==> config.mk <==
export PLATFORM = sky130hd
export DESIGN_NAME = core_inst_seq
export DESIGN_NICKNAME = d
export VERILOG_FILES = /design/src/rtl/core_inst_seq.sv
export SDC_FILE = /design/constraint.sdc
export NUM_CORES = 1
export LEC_CHECK = 0
export ABC_AREA = 1
export BUFFER_PORTS_ARGS = -buffer_cell sky130_fd_sc_hd__buf_2
export CELL_PAD_IN_SITES_DETAIL_PLACEMENT = 0
export CELL_PAD_IN_SITES_GLOBAL_PLACEMENT = 1
export CORE_ASPECT_RATIO = 0.75
export CORE_MARGIN = 1.5
export CORE_UTILIZATION = 37
export CTS_CLUSTER_DIAMETER = 150
export DETAILED_ROUTE_END_ITERATION = 8
export PLACE_DENSITY = 0.88
export SLEW_MARGIN = 20
export SYNTH_ARGS = -nofsm -noshare
export SYNTH_HDL_FRONTEND = slang
export SYNTH_SLANG_ARGS = --single-unit
==> constraint.sdc <==
create_clock -name clk -period 3.2 [get_ports clk]
set_input_delay 0.32 -clock clk [delete_from_list [all_inputs] [get_ports clk]]
set_output_delay 0.32 -clock clk [all_outputs]
set_load 0.03 [all_outputs]
==> src/rtl/core_inst_seq.sv <==
// ============================================================================
// Module   : core_inst_seq
// Purpose  : Layer instruction sequencer for the 2D accelerator core. It fills
//            XMem from the host stream, then runs weight load, execute and
//            drain for each kij pass, issuing one 34-bit instruction per clock.
// Options  : SEQ_PERF_CNT_EN adds the cycle_count output.
// Revision : 1.0
// ============================================================================
`default_nettype none

module core_inst_seq #(
  parameter int row    = 8,
  parameter int col    = 8,
  parameter int bw     = 4,
  parameter int NACT_W = 8,
  parameter int NKIJ_W = 4
) (
  input  logic                clk,
  input  logic                reset,
  input  logic                start,
  input  logic                mode,
  input  logic [NACT_W-1:0]   n_act,
  input  logic [NKIJ_W-1:0]   n_kij,
  input  logic                host_valid,
  output logic                host_ready,
  input  logic [bw*row-1:0]   host_data,
  input  logic                core_valid,
  output logic [bw*row-1:0]   D_xmem,
  output logic [33:0]         inst,
  output logic                busy,
  output logic                done
`ifdef SEQ_PERF_CNT_EN
  ,
  output logic [31:0]         cycle_count
`endif
);

  localparam int c_CNT_W = 11;
  localparam int c_PH_W  = $clog2((1 << NACT_W) + row + col + 1);

  localparam logic [2:0] c_IDLE  = 3'd0;
  localparam logic [2:0] c_FILL  = 3'd1;
  localparam logic [2:0] c_WLOAD = 3'd2;
  localparam logic [2:0] c_WPUSH = 3'd3;
  localparam logic [2:0] c_EXEC  = 3'd4;
  localparam logic [2:0] c_DRAIN = 3'd5;
  localparam logic [2:0] c_FIN   = 3'd6;

  localparam logic [33:0] c_RST_INST = 34'h1_800C_0000;

  logic [2:0]          r_state;
  logic [2:0]          w_nextState;
  logic                r_mode;
  logic [NACT_W-1:0]   r_nAct;
  logic [NKIJ_W-1:0]   r_nKij;
  logic [c_CNT_W-1:0]  r_fillCnt;
  logic [c_PH_W-1:0]   r_phaseCnt;
  logic [NACT_W-1:0]   r_drainCnt;
  logic [NKIJ_W-1:0]   r_kCnt;

  logic                w_startOk;
  logic                w_beat;
  logic [c_CNT_W-1:0]  w_fillTotal;
  logic [9:0]          w_wOff;
  logic [c_PH_W-1:0]   w_nActPh;
  logic [c_PH_W-1:0]   w_execLast;

  logic                w_acc;
  logic                w_pCen;
  logic                w_pWen;
  logic [10:0]         w_pAddr;
  logic                w_xCen;
  logic                w_xWen;
  logic [9:0]          w_xOff;
  logic                w_l0Rd;
  logic                w_l0Wr;
  logic                w_ofifoRd;
  logic                w_exec;
  logic                w_load;
  logic [bw*row-1:0]   w_dx;
  logic [33:0]         w_inst;

  assign w_startOk   = (r_state == c_IDLE) && start;
  assign w_beat      = (r_state == c_FILL) && host_valid && host_ready;
  assign w_fillTotal = c_CNT_W'(r_nAct) + c_CNT_W'(r_nKij) * c_CNT_W'(row);
  assign w_wOff      = 10'(r_nAct) + 10'(r_kCnt) * 10'(row) + 10'(r_phaseCnt);
  assign w_nActPh    = c_PH_W'(r_nAct);
  assign w_execLast  = w_nActPh + c_PH_W'(row + col);

  // State register
  always_ff @(posedge clk or posedge reset) begin
    if (reset) begin
      r_state <= c_IDLE;
    end else begin
      r_state <= w_nextState;
    end
  end

  // Next-state logic
  always_comb begin
    w_nextState = r_state;
    case (r_state)
      c_IDLE: begin
        if (start) begin
          w_nextState = ((n_act == '0) || (n_kij == '0)) ? c_FIN : c_FILL;
        end
      end
      c_FILL: begin
        if (w_beat && (r_fillCnt == w_fillTotal - c_CNT_W'(1))) begin
          w_nextState = c_WLOAD;
        end
      end
      c_WLOAD: begin
        if (r_phaseCnt == c_PH_W'(row)) begin
          w_nextState = c_WPUSH;
        end
      end
      c_WPUSH: begin
        if (r_phaseCnt == c_PH_W'(row + col - 1)) begin
          w_nextState = c_EXEC;
        end
      end
      c_EXEC: begin
        if (r_phaseCnt == w_execLast) begin
          w_nextState = c_DRAIN;
        end
      end
      c_DRAIN: begin
        if (core_valid && (r_drainCnt == r_nAct - NACT_W'(1))) begin
          w_nextState = (r_kCnt == r_nKij - NKIJ_W'(1)) ? c_FIN : c_WLOAD;
        end
      end
      c_FIN:   w_nextState = c_IDLE;
      default: w_nextState = c_IDLE;
    endcase
  end

  // Output decode for the current state; the result is registered below
  always_comb begin
    w_acc     = 1'b0;
    w_pCen    = 1'b1;
    w_pWen    = 1'b1;
    w_pAddr   = '0;
    w_xCen    = 1'b1;
    w_xWen    = 1'b1;
    w_xOff    = '0;
    w_l0Rd    = 1'b0;
    w_l0Wr    = 1'b0;
    w_ofifoRd = 1'b0;
    w_exec    = 1'b0;
    w_load    = 1'b0;
    w_dx      = '0;
    case (r_state)
      c_FILL: begin
        if (w_beat) begin
          w_xCen = 1'b0;
          w_xWen = 1'b0;
          w_xOff = r_fillCnt[9:0];
          w_dx   = host_data;
        end
      end
      c_WLOAD: begin
        if (r_phaseCnt < c_PH_W'(row)) begin
          w_xCen = 1'b0;
          w_xOff = w_wOff;
        end
        // SRAM read data lands one cycle later, so L0 writes trail reads by one
        w_l0Wr = (r_phaseCnt != '0);
      end
      c_WPUSH: begin
        w_l0Rd = 1'b1;
        w_load = 1'b1;
      end
      c_EXEC: begin
        if (r_phaseCnt < w_nActPh) begin
          w_xCen = 1'b0;
          w_xOff = 10'(r_phaseCnt);
        end
        w_l0Wr = (r_phaseCnt != '0) && (r_phaseCnt <= w_nActPh);
        w_l0Rd = (r_phaseCnt != '0);
        w_exec = (r_phaseCnt != '0);
      end
      c_DRAIN: begin
        if (core_valid) begin
          w_ofifoRd = 1'b1;
          w_pCen    = 1'b0;
          w_pWen    = 1'b0;
          w_pAddr   = 11'(r_drainCnt);
          w_acc     = (r_kCnt != '0);
        end
      end
      default: ;
    endcase
    w_inst = {w_acc, w_pCen, w_pWen, w_pAddr, w_xCen, w_xWen, w_xOff, r_mode,
              w_l0Rd, w_l0Wr, w_ofifoRd, 2'b00, w_exec, w_load};
  end

  always_ff @(posedge clk or posedge reset) begin
    if (reset) begin
      r_mode     <= 1'b0;
      r_nAct     <= '0;
      r_nKij     <= '0;
      r_fillCnt  <= '0;
      r_phaseCnt <= '0;
      r_drainCnt <= '0;
      r_kCnt     <= '0;
    end else begin
      if (w_startOk) begin
        r_mode    <= mode;
        r_nAct    <= n_act;
        r_nKij    <= n_kij;
        r_fillCnt <= '0;
        r_kCnt    <= '0;
      end
      if (w_beat) begin
        r_fillCnt <= r_fillCnt + c_CNT_W'(1);
      end
      r_phaseCnt <= (w_nextState != r_state) ? '0 : r_phaseCnt + c_PH_W'(1);
      if ((r_state == c_DRAIN) && core_valid) begin
        r_drainCnt <= (w_nextState != c_DRAIN) ? '0 : r_drainCnt + NACT_W'(1);
      end
      if ((r_state == c_DRAIN) && (w_nextState == c_WLOAD)) begin
        r_kCnt <= r_kCnt + NKIJ_W'(1);
      end
    end
  end

  // host_ready tracks the upcoming state so a beat is only taken while in FILL
  always_ff @(posedge clk or posedge reset) begin
    if (reset) begin
      inst       <= c_RST_INST;
      D_xmem     <= '0;
      busy       <= 1'b0;
      done       <= 1'b0;
      host_ready <= 1'b0;
    end else begin
      inst       <= w_inst;
      D_xmem     <= w_dx;
      busy       <= (r_state != c_IDLE);
      done       <= (r_state == c_FIN);
      host_ready <= (w_nextState == c_FILL);
    end
  end

`ifdef SEQ_PERF_CNT_EN
  logic [31:0] r_cycleCnt;

  always_ff @(posedge clk or posedge reset) begin
    if (reset) begin
      r_cycleCnt <= '0;
    end else if (w_startOk) begin
      r_cycleCnt <= '0;
    end else if (r_state != c_IDLE) begin
      r_cycleCnt <= r_cycleCnt + 32'd1;
    end
  end

  assign cycle_count = r_cycleCnt;
`endif

endmodule

`default_nettype wire

## After elaboration in Yosys (flattened, before gate mapping)

Index checks and enable logic that the tools add are counted.

| operators by class | value |
|---|---|
| muxes and demuxes | 38 |
| reductions and logical operators | 17 |
| equality and inequality tests | 16 |
| order comparisons | 3 |
| add/subtract/negate cells | 11 |

Operators with widths:

| cell | number |
|---|---|
| 32-bit 2-to-1 mux | 2 |
| 10-bit case mux with 3 select lines | 1 |
| 3-bit 2-to-1 mux | 8 |
| 8-bit 2-to-1 mux | 3 |
| 11-bit 2-to-1 mux | 2 |
| 10-bit 2-to-1 mux | 2 |
| 8-bit by 7-bit adder with 9-bit output | 2 |
| 9-bit by 4-bit equality test with 1-bit output, second input constant | 2 |
| 9-bit 2-to-1 mux | 2 |
| 3-bit case mux with 6 select lines | 1 |
| 1-bit 2-to-1 mux | 12 |
| 11-bit by 1-bit adder with 11-bit output, second input constant | 1 |
| 11-bit equality test | 1 |
| 9-bit by 9-bit adder with 10-bit output | 1 |
| 9-bit by 1-bit subtractor with 10-bit output, second input constant | 1 |
| 8-bit by 5-bit adder with 9-bit output, second input constant | 1 |
| 9-bit by 1-bit adder with 9-bit output, second input constant | 1 |
| 3-bit by 2-bit equality test with 1-bit output, second input constant | 3 |
| 3-bit equality test, second input constant | 3 |
| 9-bit equality test | 1 |
| 9-bit by 8-bit less-or-equal comparator with 1-bit output | 1 |
| 9-bit by 4-bit < comparator with 1-bit output, second input constant | 1 |
| 9-bit by 8-bit < comparator with 1-bit output | 1 |
| 9-bit nonzero test | 1 |
| other kinds (20) | 31 |

| storage, ports and cells | value |
|---|---|
| input bits | 50 |
| output and inout bits | 69 |
| flip-flop bits (word level) | 115 |
| logic and storage cells | 98 |

## Longest topological paths before layout

| logic depth | value |
|---|---|
| depth in word-level cells | 9 |
| depth in mapped cells | 21 |
| mapped depth without buffers | 20 |

## Worst setup path before layout

No wires, ideal clock.

| timing path | value |
|---|---|
| path type | reg2reg |
| start | register r_nAct[3] |
| end | register r_phaseCnt[0] |
| buffers on the path | 0 |
| slack | 0.835 ns |
| stages on the path, launching flop included | 18 |
| data arrival time | 2.244 ns |
| setup time | 0.121 ns |
| data required time | 3.079 ns |
| clock period less this slack | 2.365 ns |
| path through | dfrtp_1 -> inv_1 -> ha_1 -> inv_1 -> ha_1 -> or2_2 -> nand3_1 -> nand3b_1 -> nand2_1 -> nand3_1 -> nor2_1 -> nand2_1 -> nand2_1 -> nand2_1 -> nand2_1 -> nand2_2 -> nand2_4 -> nor2_1 |

| between the ends | value |
|---|---|
| longest elaborated chain between the ends | 8 |
| elaborated cells between the ends (all ways) | 15 |
| classes of those cells | add/sub: 4; eq/ne: 4; mux: 5; reduce/logical: 2 |

Ends and longest elaborated chain:

| what | RTL line | text |
|---|---|---|
| start: declaration | 54 | `logic [NACT_W-1:0] r_nAct;` |
| start signal: assignment | 210 | `r_nAct <= n_act;` |
| 8-bit by 7-bit adder with 9-bit output | 85 | `assign w_fillTotal = c_CNT_W'(r_nAct) + c_CNT_W'(r_nKij) * c_CNT_W'(row);` |
| 9-bit by 1-bit subtractor with 10-bit output | 109 | `if (w_beat && (r_fillCnt == w_fillTotal - c_CNT_W'(1))) begin` |
| 11-bit equality test | 109 |  |
| 1-bit logical AND | 109 |  |
| 3-bit 2-to-1 mux | 109 |  |
| 3-bit case mux with 6 select lines (*) | 102 | `case (r_state)` |
| via w_nextState[0] | 52 | `logic [2:0] w_nextState;` |
| 3-bit inequality test (*) | 218 | `r_phaseCnt <= (w_nextState != r_state) ? '0 : r_phaseCnt + c_PH_W'(1);` |
| 9-bit 2-to-1 mux (*) | 218 |  |
| end signal: assignment | 218 |  |
| end: declaration | 57 | `logic [c_PH_W-1:0] r_phaseCnt;` |

Mark *: on every way through the listed nets, which the timed path passes. The rest lies on a longest branch.
A chain may end at the register's enable or synchronous reset.

## Final worst setup path

Ends and elaborated chain as after synthesis.

==> run summary <==
### Status
• status: completed

### Setup path
• startpoint kind of the worst setup timing path: register
• endpoint type of the worst setup path: register
• worst path required time: 3.44 ns
• critical path fanouts, max: 9
• depth of the worst register-to-register path: 17
• critical path start-end classification: register to register
• register-to-register setup slack: 0.32 ns
• CP arrival: 3.13 ns

### Synthesis
• portion of netlist area occupied by mux cells: 0.313%
• Post-Synth XOR/XNOR Area: 3.70%
• Avg Synthesized Cell Area: 7.96 um2
• fraction of registers with async set/reset: 100%
• share of synthesized cell area in full adder, half adder and majority cells: 10.7%
• share of the synthesized area in the top cell type: 42.3%
• complex-gate fraction of the synthesized area: 6.52%
• number of standard cells after synthesis: 802
• share of synthesized cell area in and, or, nand and nor gates: 24.1%
• most common cell in the synthesized netlist: nand2_1
• Post-synth top flop: dfrtp_1
• cell area after synthesis: 6390 um2
• combinational family with the most area after synthesis: simple AND/OR/NAND/NOR gates
• share of synthesized area occupied by flip-flops and latches: 43.5%
• flip-flop and latch count after synthesis: 111
• number of flops mapped to enable cells by yosys: 0
• number of warnings printed during yosys synthesis: 0
• count of unique library cells instantiated by Yosys: 39
• cell types with the highest counts after synthesis: 166 x nand2_1, 158 x inv_1, 108 x dfrtp_1, 93 x nor2_1, 53 x nand3_1
• most area-consuming cells after synthesis: dfrtp_1 42%, nand2_1 9.8%, inv_1 9.3%, ha_1 8.8%, nor2_1 5.5%
• cell type contributing the most total cell area after synthesis: dfrtp_1

### Min path
• type of the worst min-delay path: input port to asynchronous set/reset pin

### Route
• first-pass iteration count of the detailed router: 5
• initial drt markers: 342
• count of vias placed by the detailed router: 5,423
• antenna viol nets, final: 0
• Wirelength per Cell: 13.9 um
• per-cell via count in the routed design: 4.74
• Remaining DRCs: 0
• total wire length after detailed routing: 15,900 um

### Power
• power per cell area: 894 nW/um2
• proportion of power drawn by the clock network: 17.8%
• Comb pwr share: 52.7%
• reported leakage power: 4.33 nW
• switching power as a share of total power: 46.7%
• power share of the sequential group: 29.5%
• switching power: 3.16 mW
• VDD IR max: 0.431 mV
• internal power: 3.61 mW

### Die
• starting utilization of the core area: 37.8%
• floorplan die width: 155 um
• top-level I/O count: 119
• Std-Cell Core Area: 16,900 um2
• area of the die: 18,100 um2
• Die Span Y: 117 um
• cell row count: 41

### GRT
• initial antenna violation count: 0
• gr ovfl total: 0
• all-layer global routing usage: 18.4%
• number of global-route vias before repair: 4,944
• wire length of the first global-routing pass: 25,700 um
• pin count of the biggest net entering global routing: 52

### Clock network
• clock transition at the registers of the reported paths: 0.07 ns
• cts hold-fix bufs: 0
• worst-skew pair later-pin latency: 0.36 ns
• H-tree depth: 3
• post-CTS setup-driven buffer insertion count: 0
• number of buffers created by CTS: 9
• cts repair resizes: 0
• clock tree sinks: 111
• number of buffers on the longest clock path: 2
• clock tree from TritonCTS: yes
• cell chosen for the clock root: clkbuf_16

### Timing
• worst-case headroom to the max-slew limit: 49.8%
• final clock period utilization by the worst path: 90.1%
• setup repair after global routing missed its margin: no
• total count of hold-check failures in the final report: 0
• Least-Margin Pin Slew: 0.745 ns
• maximum frequency from static timing analysis: 347 MHz
• Final setup viols: 0
• fin crit period: 2.88 ns
• largest clock skew in the final design: 0.0133 ns
• Total Neg Setup Slack: 0 ns
• count of pins over their slew limit: 0

### Final layout
• antenna cell count: 0
• fill cell instance count of the final layout: 1,662
• nets: 1,026
• flip-flop and latch area: 2780 um2
• share of final-layout standard cells stronger than drive strength 1: 18.1%
• total area of multi-input combinational cells: 2920 um2
• Area growth syn-to-layout: 18.6%
• count of placed standard cells in the final layout, fillers left out: 1,144

### Placed design
• final weighted congestion in routability-driven placement: 0.882
• HPWL after detailed placement: 12,300 um
• # placed instances: 1,129
• count of input and output buffers: 113

### Flow run
• number of violations of the max-capacitance limit: 0

through the flow:
step / util (%) / instance area (um2) / setup WS, ns / power (mW) / hold WS, ns
2_1_floorplan: - / 6410 / 0.835 / 4.63 / 0.354
3_3_place_gp: 43.0 / 7260 / 0.440 / 5.53 / 0.366
3_5_place_dp: 43.0 / 7260 / 0.357 / 5.56 / 0.360
4_1_cts: 44.9 / 7580 / 0.347 / 6.81 / 0.0617
5_1_grt: 44.9 / 7580 / 0.0525 / 7.42 / 0.0927
6_report: 44.9 / 7580 / 0.316 / 6.77 / 0.0520
flip-flops by register name, indices dropped and copies added, names as in the netlist, 3 cells and up:
name        flops
D_xmem         32
inst           28
r_fillCnt      11
r_phaseCnt      9
r_drainCnt      8
r_nAct          8
r_kCnt          4
r_nKij          4
r_state         3
kinds of logic after synthesis:
logic type	count (synthesis)
and+or+nand+nor	355
buffers and inverters	181
DFF	111
AOI/OAI and AO/OA	74
adders and majority gates	51
xor gates and xnor gates	27
muxes	2
other	1
layout by cell type (no fill, tap or decap), drive strengths merged:
cell type | netlist | layout
o41ai | 1 | 1
a22oi | 1 | 1
clkinvlp | 0 | 3
o32ai | 1 | 1
a21oi | 25 | 25
clkbuf | 10 | 9
nor4 | 1 | 1
nand4 | 7 | 7
ha | 45 | 45
conb | 1 | 5
a21o | 1 | 1
o22ai | 3 | 3
fa | 6 | 6
nand2 | 168 | 168
o221ai | 6 | 6
or2 | 7 | 7
clkinv | 1 | 1
nand3 | 57 | 57
o211ai | 3 | 3
bufinv | 0 | 2
o21ai | 33 | 33
mux2i | 2 | 2
nand3b | 3 | 3
dfstp | 3 | 3
nor3 | 17 | 17
dfrtp | 108 | 108
inv | 162 | 163
buf | 8 | 126
xor2 | 17 | 17
nor2 | 95 | 95
xnor2 | 10 | 10
final cells by class:
| class | instances | share of cell area [%] |
|---|---|---|
| multi-input cells | 514 | 38.5 |
| flip-flops and latches | 111 | 36.7 |
| repair buffers | 126 | 8.92 |
| inverters | 163 | 8.14 |
| well taps | 215 | 3.55 |
| clock buffers | 9 | 2.97 |
| clock inverters | 6 | 1.22 |
per-layer routing:
layer,wire length (um),part of all wire [%],GRT usage [%],vias to the layer above
met5,0,0,0,-
met4,200,1.3,3.08,0
met3,751,4.7,3.98,19
met2,6910,44,28.9,138
met1,8010,50,26.5,2553
li1,-,-,-,2713
final timing paths:
| kind | start | end |
|---|---|---|
| worst max register to register | r_nAct[3] | r_phaseCnt[0] |
| max in group asynchronous | reset | inst[19] |
| min in group clk | mode | r_mode |
| worst max-delay path | r_nAct[3] | r_phaseCnt[0] |
| worst min register to register | r_mode | inst[7] |
| worst min-delay path | reset | D_xmem[9] |
critical path, stage by stage (launching register included):
cell and delay, ns:
dfrtp_1 0.46, inv_1 0.16, ha_1 0.31, inv_1 0.04, ha_1 0.30, or2_2 0.33, nand3_1 0.10, nand3_1 0.08
nor2_1 0.10, nand3_1 0.11, nor2_1 0.11, nand2_1 0.13, nand2_1 0.14, nand2_1 0.09, nand2_1 0.09, nand2_2 0.06
nand2_4 0.10, nor2_1 0.05
power groups by stage:
stage | combinational (mW) | sequential [mW] | clock, mW
floorplan | 2.39 | 2.23 | 0
detailed placement | 3.54 | 2.02 | 0
global route | 4.09 | 2.04 | 1.30
CTS | 3.56 | 2.00 | 1.25
global placement | 3.52 | 2.01 | 0
finish | 3.57 | 2.00 | 1.21
(Power assumes the default switching activity.)
